[src/rtl/mult_pkg.sv]
// Shared types and defaults for the sequential shift-add multiplier.
package mult_pkg;

  typedef enum logic [1:0] {
    IDLE,
    BUSY,
    DONE
  } state_t;

  localparam int WIDTH_DEF = 8;

endpackage

[src/rtl/mult_addsub.sv]
// N-bit adder/subtractor used for the multiplier accumulator update.
module mult_addsub #(
  parameter int N = 9
) (
  input  logic [N-1:0] x,
  input  logic [N-1:0] y,
  input  logic         sub,
  output logic [N-1:0] s
);

  // two's-complement subtract: invert y and inject the carry
  assign s = x + (y ^ {N{sub}}) + {{(N-1){1'b0}}, sub};

endmodule

[src/rtl/shift_add_multiplier.sv]
// Sequential shift-add multiplier, one multiplier bit per cycle.
// Define MULT_SIGNED_EN to add the sgn port and signed operands.
module shift_add_multiplier
  import mult_pkg::*;
#(
  parameter int WIDTH = WIDTH_DEF
) (
  input  logic               clk,
  input  logic               rst,
  input  logic               in_valid,
  output logic               in_ready,
  input  logic [WIDTH-1:0]   a,
  input  logic [WIDTH-1:0]   b,
`ifdef MULT_SIGNED_EN
  input  logic               sgn,
`endif
  output logic               out_valid,
  input  logic               out_ready,
  output logic [2*WIDTH-1:0] p,
  output logic               busy
);

  localparam int CW = $clog2(WIDTH + 1);

  state_t           state;
  state_t           state_nx;
  logic [CW-1:0]    cnt;
  logic [WIDTH-1:0] mcand;
  logic [WIDTH-1:0] mplr;
  logic [2*WIDTH:0] acc;
  logic [2*WIDTH:0] acc_nx;
  logic [WIDTH:0]   mext;
  logic [WIDTH:0]   addend;
  logic [WIDTH:0]   sum;
  logic             accept;
  logic             last;
  logic             sub;
  logic             sgn_q;
  logic             fill;

  assign accept = (state == IDLE) && in_valid;
  assign last   = (cnt == CW'(1));

`ifdef MULT_SIGNED_EN
  always_ff @(posedge clk) begin
    if (rst) begin
      sgn_q <= 1'b0;
    end else if (accept) begin
      sgn_q <= sgn;
    end
  end

  // signed mode weights the multiplier MSB negatively
  assign sub = sgn_q && last;
`else
  assign sgn_q = 1'b0;
  assign sub   = 1'b0;
`endif

  assign mext   = {sgn_q & mcand[WIDTH-1], mcand};
  assign addend = mplr[0] ? mext : '0;

  mult_addsub #(
    .N(WIDTH + 1)
  ) u_addsub (
    .x  (acc[2*WIDTH:WIDTH]),
    .y  (addend),
    .sub(sub),
    .s  (sum)
  );

  // unsigned carry lands in the shifted-in MSB; signed shifts arithmetically
  assign fill   = sgn_q & sum[WIDTH];
  assign acc_nx = {fill, sum, acc[WIDTH-1:1]};

  always_comb begin
    state_nx = state;
    unique case (state)
      IDLE:    if (in_valid) state_nx = BUSY;
      BUSY:    if (last) state_nx = DONE;
      DONE:    if (out_ready) state_nx = IDLE;
      default: state_nx = IDLE;
    endcase
  end

  always_ff @(posedge clk) begin
    if (rst) begin
      state <= IDLE;
      cnt   <= '0;
      acc   <= '0;
      mcand <= '0;
      mplr  <= '0;
    end else begin
      state <= state_nx;
      if (accept) begin
        mcand <= a;
        mplr  <= b;
        acc   <= '0;
        cnt   <= CW'(WIDTH);
      end else if (state == BUSY) begin
        acc   <= acc_nx;
        mplr  <= mplr >> 1;
        cnt   <= cnt - CW'(1);
      end
    end
  end

  assign in_ready  = (state == IDLE);
  assign out_valid = (state == DONE);
  assign busy      = (state != IDLE);
  assign p         = acc[2*WIDTH-1:0];

endmodule

[config.mk]
export PLATFORM = sky130hd
export DESIGN_NAME = shift_add_multiplier
export DESIGN_NICKNAME = d
export VERILOG_FILES = /design/src/rtl/mult_pkg.sv /design/src/rtl/mult_addsub.sv /design/src/rtl/shift_add_multiplier.sv
export SDC_FILE = /design/constraint.sdc
export NUM_CORES = 1
export LEC_CHECK = 0
export BUFFER_PORTS_ARGS = -buffer_cell sky130_fd_sc_hd__buf_2
export CAP_MARGIN = 5
export CELL_PAD_IN_SITES_DETAIL_PLACEMENT = 0
export CELL_PAD_IN_SITES_GLOBAL_PLACEMENT = 1
export CORE_MARGIN = 3
export CORE_UTILIZATION = 42
export CTS_CLUSTER_DIAMETER = 200
export DETAILED_ROUTE_END_ITERATION = 10
export PLACE_DENSITY_LB_ADDON = 0.1
export SETUP_SLACK_MARGIN = 0.4
export SYNTH_ARGS = -nofsm -noshare
export SYNTH_HDL_FRONTEND = slang
export SYNTH_SLANG_ARGS = --single-unit
[constraint.sdc]
create_clock -name clk -period 5.7 [get_ports clk]
set_input_delay 0.855 -clock clk [delete_from_list [all_inputs] [get_ports clk]]
set_output_delay 0.855 -clock clk [all_outputs]
set_load 0.02 [all_outputs]
==> out/summary.log <==
[outcome] run status complete, no violations
[floorplanning] total number of placement rows 23
[placement] Detail Placement HPWL 2870 um
[pwr] overall power 0.593 mW
[worst_setup_path] arrival time of data at the critical path endpoint 2450 ps
[placement] number of I/O port buffers 38
[yosys] post-synthesis cell type with the largest combined area dfxtp_1
[yosys] count of flip-flops with a built-in enable after synthesis 0
[grt] overflow left after global routing 0
[grt] number of global-route vias before repair 1510
[pwr] Switching Fraction 25.0%
[cts] Worst-path clk slew 80 ps
[grt] global-route wire length before repair 6990 um
[final_layout] fraction of final layout cells with drive strength greater than 1 20.0%
[grt] number of antenna violations at the first check in global routing 0
[final_layout] total area of multi-input combinational cells 1000 um2
[worst_hold_path] worst hold path class flip-flop to flip-flop
[worst_hold_path] beginning of the worst hold path mcand[7]$_SDFFE_PP0P_
[grt] largest net degree at the start of global routing 28
[drt] first-pass iteration count of the detailed router 4
[cts] root buffer cell clkbuf_8
[sta] RSZ-0062 raised after global routing false
[yosys] Yosys Warn Count 0
[pwr] part of the power in the clock network 39.9%
[drt] 1st-iter DRT viols 67
[cts] setup repair bufs after CTS 0
[worst_setup_path] register-to-register setup slack 3480 ps
[worst_setup_path] Critical Path Source Type flip-flop
[drt] routed vias 1630
[yosys] summed instance area of the synthesized netlist 1830 um2
[worst_hold_path] Hold Path Sink mcand[7]$_SDFFE_PP0P_
[cts] number of buffers on the longest clock path 2
[sta] achievable frequency 0.450 GHz
[sta] worst-case headroom to the max-slew limit 57.6%
[cts] clock tree from TritonCTS built
[drt] via-per-instance ratio 5.26
[yosys] synth top area cells dfxtp_1 (41%), nand2_1 (9.8%), a21oi_1 (7.4%), ha_1 (6.8%), and2_1 (3.4%)
[cts] number of buffers created by CTS 5
[yosys] Avg Synthesized Cell Area 8.19 um2
[job] Max-cap violations 0
[final_layout] Syn-to-layout area delta 18.1%
[floorplanning] Die Span Y 72.1 um
[cts] number of levels in the clock H-tree 2
[grt] Overall Global Routing Usage 17.0%
[drt] total wirelength of the detailed-routed design 4030 um
[floorplanning] area of the die 5200 um2
[worst_setup_path] cell depth of the worst flop-to-flop path 7
[final_layout] FF/Latch Area 761 um2
[yosys] cell with the most instances after synthesis nand2_1
[sta] Layout Skew 4.42 ps
[worst_setup_path] worst r2r src mplr[0]$_SDFFE_PP0P_
[final_layout] Layout Nets 291
[yosys] Unique masters post-synth 37
[final_layout] fill cell instance count of the final layout 426
[pwr] Peak supply drop 0.128 mV
[worst_setup_path] peak per-stage delay on the critical path 440 ps
[yosys] portion of synthesized cell area occupied by the leading cell type 41.5%
[sta] total negative slack for setup checks 0 ps
[floorplanning] placeable core region 4120 um2
[floorplanning] width of the die 72.1 um
[cts] Skew-Pair Late Insertion Delay 290 ps
[sta] number of failing setup endpoints in the final timing report 0
[cts] quantity of gates resized following cts 0
[pwr] leakage component of the power 0.950 nW
[yosys] Net Count, Synth 255
[pwr] total net switching power 0.148 mW
[worst_setup_path] kind of critical path flip-flop to flip-flop
[worst_setup_path] capturing point of the worst reg2reg path acc[13]$_SDFFE_PP0N_
[sta] min Tclk post-route 2220 ps
[cts] sinks on the clock net 38
[yosys] most frequent cells after synthesis nand2_1 (48), dfxtp_1 (38), a21oi_1 (27)
[drt] DRC 0
[worst_hold_path] cell count of the worst hold path 2
[drt] post-DR wirelength/cell 13.0 um
[yosys] sequential-to-total area share from yosys stat 41.5%
[floorplanning] count of pins on the block boundary 39
[pwr] pwr dens 274 nW/um2
[worst_setup_path] slowest stage cell, crit path fa_1
[worst_setup_path] biggest fanout along the worst timing path 9
[sta] Final Hold Vio Count 0
[yosys] Post-Synthesis Cells 224
[sta] Max Transition Viols Final 0
[yosys] dominant synthesized flop cell dfxtp_1
[pwr] combinational share of power 11.8%
[floorplanning] initial cell density of the core 44.6%
[yosys] register bit count reported by yosys 38
[placement] Final GP Congestion 0.753
[sta] final worst path period share 39.0%
[cts] number of buffers inserted for hold repair after clock tree synthesis 0
[worst_setup_path] CP endpoint kind flip-flop
[pwr] register share of total power 48.3%
[sta] pin slew with the least headroom to its limit 636 ps
[yosys] Async S/R FF share, synth 0%
[pwr] total internal power 0.444 mW
[final_layout] count of inserted antenna diode cells 0
[worst_setup_path] worst endpoint required time 5930 ps
[worst_setup_path] cell-by-cell listing of the critical path and2_1 > ha_1 > fa_1 > a211oi_1 > o21ai_0 > a211o_1 > nand3_1
[drt] Antenna Nets Post-Route 0
how the worst max path moves through the flow:
stage	startpoint	endpoint	slack (ps)	cells after the start
2_1_floorplan	mplr[0]$_SDFFE_PP0P_	acc[13]$_SDFFE_PP0N_	3760	7
3_3_place_gp	in_valid	acc[14]$_SDFFE_PP0N_	3360	6
3_5_place_dp	in_valid	acc[14]$_SDFFE_PP0N_	3330	6
4_1_cts	mplr[0]$_SDFFE_PP0P_	acc[13]$_SDFFE_PP0N_	3510	7
5_1_grt	mplr[0]$_SDFFE_PP0P_	acc[15]$_SDFFE_PP0N_	3320	7
6_report	mplr[0]$_SDFFE_PP0P_	acc[13]$_SDFFE_PP0N_	3480	7
area by class of cell:
| class | count | area share [%] |
|---|---|---|
| inverter | 4 | 0.693 |
| clock buffer | 6 | 3.81 |
| clock inverter | 1 | 1.39 |
| sequential | 38 | 35.1 |
| tap | 50 | 2.89 |
| multi-input combinational | 170 | 46.3 |
| timing repair buffer | 41 | 9.82 |
cell families after synthesis:
kind of cell | synth area share (%)
simple gates | 24.6
compound gates | 19.9
buf+inv | 4.23
flops | 41.5
xor+xnor | 1.91
fa+ha+maj | 7.91
per-layer routing:
layer | global-route usage, % | share of wire [%]
met5 | 0 | 0
met4 | 6.89 | 1.6
met3 | 4.43 | 5.0
met2 | 26.0 | 43
met1 | 22.8 | 50
critical path: cells and delay by family, from the launching register on:
| kind | cells | cell delay (ps) |
|---|---|---|
| adder cells (fa/ha/maj) | 2 | 670 |
| flip-flops | 1 | 370 |
| AO/OA/AOI/OAI | 3 | 860 |
| AND/OR/NAND/NOR | 2 | 260 |
through the flow:
stage | area [um2] | cells | setup slack [ps] | utilization (%) | hold WS [ps]
6_report | 2170 | 310 | 3480 | 52.7 | 451
3_3_place_gp | 2050 | 303 | 3360 | 49.9 | 440
4_1_cts | 2170 | 310 | 3510 | 52.7 | 454
5_1_grt | 2170 | 310 | 3320 | 52.7 | 474
3_5_place_dp | 2050 | 303 | 3330 | 49.9 | 443
2_1_floorplan | 1830 | 224 | 3760 | - | 432
state kept, by name, summed over array words and instances (netlist names):
register	cells
mcand	8
mplr	8
cnt	4
acc	16
state	2
power by group through the flow:
stage	logic [mW]	clock network, mW	registers [mW]
2_1_floorplan	0.0504	0	0.292
3_3_place_gp	0.0704	0	0.293
3_5_place_dp	0.0703	0	0.293
4_1_cts	0.0708	0.243	0.287
5_1_grt	0.0802	0.251	0.289
6_report	0.0698	0.236	0.287
cell usage in the layout (no fill, tap or decap), types with 2 or more instances in the layout:
cell      netlist  routed
nor4_1          3       3
nor2_1         15      15
clkbuf_8        0       6
dfxtp_1        38      38
a2111o_1        2       2
nor3_1          2       2
a21oi_1        27      27
buf_4           0       3
xnor2_1         3       3
nor3b_1         3       2
nand3_1         6       6
nand2b_1        2       2
o21ai_0         5       5
a211oi_1        5       5
a21o_1          2       2
nand4_1         2       2
nand2_1        48      48
or3_1           2       2
inv_1           4       4
ha_1           10      10
buf_2           8      38
and2_1         10      10
a22oi_1         8       8
Note: power is estimated with default switching activity, not from simulation.
